<file path="config.mk">
export PLATFORM = sky130hd
export DESIGN_NAME = alu_serial_flat
export DESIGN_NICKNAME = d
export VERILOG_FILES = /design/src/rtl/alu_serial_if.sv /design/src/rtl/alu_serial.sv /design/src/flat_wrapper.sv
export SDC_FILE = /design/constraint.sdc
export NUM_CORES = 1
export LEC_CHECK = 0
export ABC_AREA = 0
export BUFFER_PORTS_ARGS = -buffer_cell sky130_fd_sc_hd__buf_2
export CAP_MARGIN = 10
export CORE_MARGIN = 5
export CORE_UTILIZATION = 45
export DETAILED_ROUTE_END_ITERATION = 8
export PLACE_DENSITY = 0.68
export REMOVE_ABC_BUFFERS = 1
export SYNTH_ARGS = -nofsm -noshare
export SYNTH_HDL_FRONTEND = slang
export SYNTH_SLANG_ARGS = --single-unit
</file>
<file path="constraint.sdc">
create_clock -name clk -period 2.88 [get_ports clk]
set_input_delay 0.432 -clock clk [delete_from_list [all_inputs] [get_ports clk]]
set_output_delay 0.432 -clock clk [all_outputs]
set_load 0.03 [all_outputs]
</file>
<file path="src/rtl/alu_serial_if.sv">
// Handshake and operand/result bundle between decode, the serial ALU and writeback.
// Defining ALU_SERIAL_BONUS_CMP_EN adds the bonus_control compare-select field.
interface alu_serial_if #(
  parameter int WIDTH = 32
);
  logic             start;
  logic [WIDTH-1:0] src1;
  logic [WIDTH-1:0] src2;
  logic [3:0]       ALU_control;
`ifdef ALU_SERIAL_BONUS_CMP_EN
  logic [2:0]       bonus_control;
`endif
  logic             busy;
  logic             done;
  logic [WIDTH-1:0] result;
  logic             zero;
  logic             cout;
  logic             overflow;

`ifdef ALU_SERIAL_BONUS_CMP_EN
  modport master (
    output start, src1, src2, ALU_control, bonus_control,
    input  busy, done, result, zero, cout, overflow
  );
  modport slave (
    input  start, src1, src2, ALU_control, bonus_control,
    output busy, done, result, zero, cout, overflow
  );
`else
  modport master (
    output start, src1, src2, ALU_control,
    input  busy, done, result, zero, cout, overflow
  );
  modport slave (
    input  start, src1, src2, ALU_control,
    output busy, done, result, zero, cout, overflow
  );
`endif
endinterface

</file>
<file path="src/rtl/alu_serial.sv">
// Bit-serial ALU: one 1-bit slice per clock, LSB first, with a registered carry between bits.
// Optional ALU_SERIAL_BONUS_CMP_EN turns opcode 0111 into a bonus_control-selected compare.
module alu_serial #(
  parameter int WIDTH = 32
) (
  input logic         clk,
  input logic         rst,
  alu_serial_if.slave bus
);

  localparam int            CW   = (WIDTH > 2) ? $clog2(WIDTH) : 1;
  localparam logic [CW-1:0] LAST = CW'(WIDTH - 1);

  localparam logic [3:0] OP_AND = 4'b0000;
  localparam logic [3:0] OP_OR  = 4'b0001;
  localparam logic [3:0] OP_ADD = 4'b0010;
  localparam logic [3:0] OP_SUB = 4'b0110;
  localparam logic [3:0] OP_NOR = 4'b1100;
  localparam logic [3:0] OP_SLT = 4'b0111;

  typedef enum logic [1:0] {IDLE, RUN, DONE} state_t;
  typedef enum logic [1:0] {SEL_ZERO, SEL_AND, SEL_OR, SEL_SUM} sel_t;

  state_t           state, state_next;
  logic [WIDTH-1:0] a_sh, b_sh, result_q;
  logic [3:0]       op_q;
  logic [CW-1:0]    cnt;
  logic             carry, zero_q, cout_q, overflow_q;
`ifdef ALU_SERIAL_BONUS_CMP_EN
  logic [2:0]       bonus_q;
  logic             sum_any;
  logic             eq_bit;
`endif

  logic             a_inv, b_inv, arith, ovf_en, is_cmp, init_carry;
  sel_t             sel;
  logic             a_bit, b_bit, sum_bit, carry_out, ovf_bit, lt_bit, slice_bit, cmp_bit;
  logic [WIDTH-1:0] shifted, final_result;

  always_ff @(posedge clk) begin
    if (rst) state <= IDLE;
    else     state <= state_next;
  end

  always_comb begin
    state_next = state;
    bus.busy   = 1'b0;
    bus.done   = 1'b0;
    case (state)
      IDLE: if (bus.start) state_next = RUN;
      RUN: begin
        bus.busy = 1'b1;
        if (cnt == LAST) state_next = DONE;
      end
      DONE: begin
        bus.busy   = 1'b1;
        bus.done   = 1'b1;
        state_next = IDLE;
      end
      default: state_next = IDLE;
    endcase
  end

  // Slice controls come from the latched opcode; unknown codes produce all-zero results.
  always_comb begin
    a_inv  = 1'b0;
    b_inv  = 1'b0;
    arith  = 1'b0;
    ovf_en = 1'b0;
    is_cmp = 1'b0;
    sel    = SEL_ZERO;
    case (op_q)
      OP_AND: sel = SEL_AND;
      OP_OR:  sel = SEL_OR;
      OP_ADD: begin sel = SEL_SUM; arith = 1'b1; ovf_en = 1'b1; end
      OP_SUB: begin sel = SEL_SUM; b_inv = 1'b1; arith = 1'b1; ovf_en = 1'b1; end
      OP_NOR: begin sel = SEL_AND; a_inv = 1'b1; b_inv = 1'b1; end
      OP_SLT: begin b_inv = 1'b1; arith = 1'b1; is_cmp = 1'b1; end
      default: ;
    endcase
  end

  assign init_carry = (bus.ALU_control == OP_SUB) || (bus.ALU_control == OP_SLT);

  assign a_bit     = a_sh[0] ^ a_inv;
  assign b_bit     = b_sh[0] ^ b_inv;
  assign sum_bit   = a_bit ^ b_bit ^ carry;
  assign carry_out = (a_bit & b_bit) | (carry & (a_bit ^ b_bit));
  assign ovf_bit   = carry ^ carry_out;
  assign lt_bit    = sum_bit ^ ovf_bit;

  always_comb begin
    slice_bit = 1'b0;
    case (sel)
      SEL_AND: slice_bit = a_bit & b_bit;
      SEL_OR:  slice_bit = a_bit | b_bit;
      SEL_SUM: slice_bit = sum_bit;
      default: slice_bit = 1'b0;
    endcase
  end

`ifdef ALU_SERIAL_BONUS_CMP_EN
  // Equality needs every difference bit, so the MSB bit is folded in combinationally.
  assign eq_bit = ~(sum_any | sum_bit);

  always_comb begin
    cmp_bit = 1'b0;
    case (bonus_q)
      3'b000:  cmp_bit = lt_bit;
      3'b001:  cmp_bit = ~lt_bit & ~eq_bit;
      3'b010:  cmp_bit = lt_bit | eq_bit;
      3'b011:  cmp_bit = ~lt_bit;
      3'b110:  cmp_bit = eq_bit;
      3'b100:  cmp_bit = ~eq_bit;
      default: cmp_bit = 1'b0;
    endcase
  end
`else
  assign cmp_bit = lt_bit;
`endif

  assign shifted      = {slice_bit, result_q[WIDTH-1:1]};
  assign final_result = is_cmp ? {{(WIDTH-1){1'b0}}, cmp_bit} : shifted;

  always_ff @(posedge clk) begin
    if (rst) begin
      a_sh       <= '0;
      b_sh       <= '0;
      op_q       <= '0;
      cnt        <= '0;
      carry      <= 1'b0;
      result_q   <= '0;
      zero_q     <= 1'b0;
      cout_q     <= 1'b0;
      overflow_q <= 1'b0;
`ifdef ALU_SERIAL_BONUS_CMP_EN
      bonus_q    <= '0;
      sum_any    <= 1'b0;
`endif
    end else begin
      case (state)
        IDLE: begin
          if (bus.start) begin
            a_sh  <= bus.src1;
            b_sh  <= bus.src2;
            op_q  <= bus.ALU_control;
            carry <= init_carry;
            cnt   <= '0;
`ifdef ALU_SERIAL_BONUS_CMP_EN
            bonus_q <= bus.bonus_control;
            sum_any <= 1'b0;
`endif
          end
        end
        RUN: begin
          a_sh  <= a_sh >> 1;
          b_sh  <= b_sh >> 1;
          carry <= carry_out;
          cnt   <= cnt + CW'(1);
`ifdef ALU_SERIAL_BONUS_CMP_EN
          sum_any <= sum_any | sum_bit;
`endif
          // Flags are committed on the same edge as the final bit so they always match result.
          if (cnt == LAST) begin
            result_q   <= final_result;
            zero_q     <= (final_result == '0);
            cout_q     <= arith & carry_out;
            overflow_q <= ovf_en & ovf_bit;
          end else begin
            result_q <= shifted;
          end
        end
        default: ;
      endcase
    end
  end

  assign bus.result   = result_q;
  assign bus.zero     = zero_q;
  assign bus.cout     = cout_q;
  assign bus.overflow = overflow_q;

endmodule

</file>
<file path="src/flat_wrapper.sv">
// flat-port wrapper written by rule: the top's interface ports become plain ports
module alu_serial_flat 
#(
  parameter int WIDTH = 32
)
  (clk, rst, bus_start, bus_src1, bus_src2, bus_ALU_control, bus_busy, bus_done, bus_result, bus_zero, bus_cout, bus_overflow);
  alu_serial_if #(.WIDTH(WIDTH)) bus_i ();
  input logic clk;
  input logic rst;
  input wire logic [$bits(bus_i.start)-1:0] bus_start;
  input wire logic [$bits(bus_i.src1)-1:0] bus_src1;
  input wire logic [$bits(bus_i.src2)-1:0] bus_src2;
  input wire logic [$bits(bus_i.ALU_control)-1:0] bus_ALU_control;
  output wire logic [$bits(bus_i.busy)-1:0] bus_busy;
  output wire logic [$bits(bus_i.done)-1:0] bus_done;
  output wire logic [$bits(bus_i.result)-1:0] bus_result;
  output wire logic [$bits(bus_i.zero)-1:0] bus_zero;
  output wire logic [$bits(bus_i.cout)-1:0] bus_cout;
  output wire logic [$bits(bus_i.overflow)-1:0] bus_overflow;
  assign bus_i.start = bus_start;
  assign bus_i.src1 = bus_src1;
  assign bus_i.src2 = bus_src2;
  assign bus_i.ALU_control = bus_ALU_control;
  assign bus_busy = bus_i.busy;
  assign bus_done = bus_i.done;
  assign bus_result = bus_i.result;
  assign bus_zero = bus_i.zero;
  assign bus_cout = bus_i.cout;
  assign bus_overflow = bus_i.overflow;
  alu_serial #(.WIDTH(WIDTH)) u_core (.clk(clk), .rst(rst), .bus(bus_i));
endmodule
</file>
Yosys cells after proc, flatten, opt, wreduce, memory -nomap -nowiden
Cells that the tools add are included.

word-level totals
  register bits after elaboration = 111
  input bits = 71
  logic and storage cells = 74

operators by class
  $add $sub $neg = 1
  equal/unequal tests = 15
  multiplexer cells = 22
  bitwise gates (word level) = 12
  reduce and logical (&&, ||, !) cells = 14

operators by type and width
  operator             count
  $mux 32              4
  $pmux 32 s2          2
  $logic_not 32->1     1
  $eq 4x3->1 const B   4
  $pmux 5 s2           1
  $mux 1               8
  $reduce_and 2->1     4
  $eq 2x2->1 const B   3
  $pmux 2 s3           1
  $reduce_or 2->1      3
  $reduce_or 3->1      2
  $xor 1x1->1          6
  $add 5x1->5 const B  1
  $eq 5x5->1 const B   1
  $mux 5               1
  $and 1x1->1          4
  $eq 2x1->1 const B   2
  $eq 4x1->1 const B   1
  $eq 4x2->1 const B   1
  $eq 4x4->1 const B   1
  $logic_not 4->1      1
  $mux 2               2
  $pmux 2 s2           1
  $pmux 1 s3           1
  other kinds (7)      8

Depth between registers and ports, before layout
  depth after elaboration = 11
  depth in mapped cells = 9
  depth with buffers taken out = 9

Least setup slack after synthesis
OpenSTA, ideal clock, no wires.

  path type = reg2reg
  from = register u_core.op_q[2]
  to = register u_core.zero_q, in the netlist u_core.bus.zero
  arrival = 2035 ps
  required time = 2809 ps
  path slack = 774 ps
  cell stages (with the launch flop) = 9
  buffers on the path = 0
  period minus slack after synthesis = 2106 ps
  cells stage by stage = dfxtp_1 > inv_1 > nor3_1 > xnor2_1 > inv_1 > fa_1 > mux2_4 > nor4_2 > o2bb2ai_1

on the way
  word-level cells in the longest chain between the ends = 11
  elaborated cells on any way between the ends = 29
  those cells by class = eq/ne (8); mux (6); bitwise (10); reduce/logical (5)

ends and longest elaborated chain
  item                                      RTL line                            source
  from (decl)                               alu_serial.sv:26                    logic [3:0] op_q;
  from (signal assigned)                    alu_serial.sv:146                   op_q <= bus.ALU_control;
  $eq 4x3->1 or $eq 4x4->1 (tied branches)  alu_serial.sv:72                    case (op_q)
  $reduce_or 3->1 (no line)                 n/a
  $mux 1                                    alu_serial.sv:72
  $xor 1x1->1                               alu_serial.sv:86                    assign b_bit = b_sh[0] ^ b_inv;
  $xor 1x1->1                               alu_serial.sv:87, alu_serial.sv:88
  $and 1x1->1                               alu_serial.sv:88                    assign carry_out = (a_bit & b_bit) | (carry & (a_bit ^ b_bit));
  $or 1x1->1                                alu_serial.sv:88
  $xor 1x1->1                               alu_serial.sv:89                    assign ovf_bit = carry ^ carry_out;
  $xor 1x1->1                               alu_serial.sv:90                    assign lt_bit = sum_bit ^ ovf_bit;
  $mux 32 (*)                               alu_serial.sv:123                   assign final_result = is_cmp ? {{(WIDTH-1){1'b0}}, cmp_bit} : shifted;
  $logic_not 32->1 (*)                      alu_serial.sv:166                   zero_q <= (final_result == '0);
  to (signal assigned)                      alu_serial.sv:166
  to (decl)                                 alu_serial.sv:28                    logic carry, zero_q, cout_q, overflow_q;

Every way passes the cells marked *; elsewhere a longest branch is shown, timed or not.
A chain may end at the register's enable or synchronous reset.

Worst setup path after layout
Ends and elaborated chain as after synthesis.

==> flow_summary.json <==
{
  "outcome": "completed",
  "fin_tns_setup_ns": 0,
  "ctsHoldBuffers": 0,
  "fin_crit_ns": 2.31,
  "synth_edf_count": 0,
  "switching_share_pct": 27.9,
  "die_w_um": 115,
  "grt_usage_pct": 16.4,
  "drive_gt1_share_pct": 21.2,
  "drc_errors": 0,
  "min_delay_path_depth": 3,
  "pin_count": 108,
  "total_power_mw": 3.26,
  "cp-start-kind": "flip-flop",
  "wl_per_cell_um": 13.9,
  "cp_cell_sequence": "inv_1 -> nor3_1 -> xnor2_1 -> inv_1 -> fa_1 -> mux2_4 -> nor4_2 -> o2bb2ai_1",
  "hold_viol": 0,
  "pwr-share-clk_pct": 28.6,
  "place_congestion": 0.805,
  "fin_hold_ws_ns": 0.325,
  "crit_type": "flip-flop to flip-flop",
  "finalWorstSetupSlack_ns": 0.574,
  "syn_inst": 554,
  "place_inst": 761,
  "final_area_um2": 5810,
  "via_per_inst": 5.36,
  "antenna_found_initial": 0,
  "leakagePower_nw": 2.30,
  "drt_iter0_markers": 273,
  "grt_max_degree": 76,
  "synthFlopType": "dfxtp_1",
  "cts_resized": 0,
  "required_ns": 3.17,
  "rsz0062_at_grt": "false",
  "wl_um": 10800,
  "power_frac_comb_pct": 18.2,
  "post-cts-setup-buffers": 0,
  "ys_ff_latch": 111,
  "clk-insertion-delay-late_ns": 0.36,
  "yosysWarningCount": 0,
  "clock_skew_ns": 0.00980,
  "power.density_nw_per_um2": 561,
  "worst_pin_slew_ns": 0.730,
  "r2r_cells": 8,
  "cts_tree": "yes",
  "grt_pass1_vias": 3918,
  "drv_cap": 0,
  "syn_to_final_growth_pct": 16.0,
  "placed_area_um2": 5610,
  "cts_inserted_buffers": 9,
  "grt_pass1_wl_um": 18100,
  "vias": 4168,
  "die_y_um": 115,
  "place_hpwl_um": 7470,
  "first_pass_iters": 4,
  "cts_root_buf": "clkbuf_8",
  "multi_input_area_um2": 2560,
  "max-slew-margin-rel_pct": 51.3,
  "clkSinkCount": 111,
  "ant_nets": 0,
  "endpoint_kind": "flip-flop",
  "htreeDepth": 3,
  "use_met1_pct": 21.3,
  "core_area_um2": 10900,
  "ff2ff_setup_slack_ns": 0.57,
  "setup_viol": 0,
  "start_util_pct": 46.0,
  "utilization_pct": 53.3,
  "syn_avg_cell_area_um2": 9.03,
  "num_rows": 38,
  "min_path_type": "input port to flip-flop",
  "slew_viol_final": 0,
  "clk_pin_slew_ns": 0.09,
  "path_max_fanout": 7,
  "dp_slack_ns": 0.574,
  "max_stage_delay_ns": 0.48,
  "max_freq_mhz": 434,
  "fill_cells": 997,
  "ys_types": 38,
  "fin_cells": 777,
  "cp_common_cell": "inv_1",
  "grt-busiest-layer": "met2",
  "final_nets": 712,
  "p_seq_share_pct": 53.3,
  "slowest_stage": "fa_1",
  "die_area_um2": 13300,
  "gr-total-overflow": 0,
  "switchingPower_uw": 910,
  "antenna_cells": 0,
  "clockBufferDepth": 2,
  "p_int_mw": 2.35,
  "ir_drop_v": 0.000371,
  "cp.arrival_ns": 2.59,
  "period_share_pct": 80.1,
  "regArea_um2": 2220,
  "synth_seq_area_share_pct": 44.4,
  "synthesis.area_um2": 5000,
  "met3_usage_pct": 5.90,
  "ys_async_sr_fraction_pct": 0,
  "grtUsageMet2_pct": 26.4,
  "numPortBuffers": 107
}
## state kept, by name, summed over array words and instances (netlist names)
signal	flops
u_core.cnt	5
u_core.state	2
u_core.bus.zero	1
u_core.a_sh	32
u_core.carry	1
u_core.bus.overflow	1
u_core.op_q	4
u_core.b_sh	32
u_core.bus.result	32
u_core.bus.cout	1
## worst max-delay path, delay by kind of cell (launching register included)
family          cells  cell delay, ns
compound gates      1            0.13
xor+xnor            1            0.23
fa+ha+maj           1            0.48
buf+inv             2            0.22
flops               1            0.44
mux                 1            0.29
simple gates        2            0.43
## power groups by stage
stage               clock network [mW]  registers (mW)  logic [mW]
floorplan                            0            1.76       0.463
global route                      1.03            1.76       0.668
global placement                     0            1.77       0.577
CTS                              0.975            1.74       0.600
detailed placement                   0            1.77       0.599
finish                           0.932            1.74       0.592
## final timing paths
kind,start,to
setup / recovery,u_core.op_q[2],u_core.bus.zero
hold / removal,bus_ALU_control[0],u_core.op_q[0]
setup reg to reg,u_core.op_q[2],u_core.bus.zero
hold reg to reg,u_core.bus.result[0],u_core.bus.result[0]
## cells in the final DEF, fill, tap and decap left out, types with 3 or more instances in the layout
master      n
nor2_1     73
clkbuf_8   10
nand2b_1   35
inv_1       6
dfxtp_1   111
nand2_1    11
ha_1        6
buf_2     106
o21ai_1     3
a21oi_1    48
buf_4       8
nor4_1      8
nor3_1      5
mux2i_1    63
nor2b_1     3
a211oi_1   64
nand3_1    38
## synth_stat cells (all sizes together), types with 2 or more instances
master / count / area share, %
buf: 28 / 2.8
inv: 6 / 0.45
o211ai: 2 / 0.30
a21oi: 48 / 4.8
xor2: 2 / 0.35
nand3: 38 / 3.8
nand4b: 2 / 0.35
mux2i: 63 / 13
nor4: 9 / 1.3
nor2: 74 / 5.6
fa: 2 / 0.80
xnor2: 2 / 0.35
a32oi: 2 / 0.35
clkbuf: 21 / 1.6
nor2b: 3 / 0.38
dfxtp: 111 / 44
nor3b: 2 / 0.30
nand2b: 35 / 4.4
ha: 7 / 1.7
nand2: 11 / 0.83
o21ai: 5 / 0.50
nor3: 5 / 0.50
a211oi: 64 / 9.6
## cells by family (layout without fill, tap and decap cells)
| kind of cell | count (synthesis) | after routing | synth area share, % |
|---|---|---|---|
| AO/OA/AOI/OAI | 125 | 125 | 16.2 |
| XOR/XNOR | 4 | 4 | 0.700 |
| adder cells (fa/ha/maj) | 9 | 9 | 2.55 |
| buffers and inverters | 55 | 138 | 4.82 |
| flip-flops | 111 | 111 | 44.4 |
| multiplexers | 64 | 64 | 12.9 |
| AND/OR/NAND/NOR | 186 | 186 | 18.4 |
## cell type report
type                            count  area share (%)
Multi-Input combinational cell    388            44.1
Tap cell                          140            3.02
Timing Repair Buffer              116            10.9
Clock inverter                      5           0.970
Sequential cell                   111            38.3
Clock buffer                       11            2.43
Inverter                            6           0.388
## metal layers
layer / routed length [um] / part of all wire, %
met3: 951 / 8.8
met1: 4860 / 45
met2: 4860 / 45
met4: 107 / 0.99
met5: 0 / 0
Note: power is estimated with default switching activity, not from simulation.
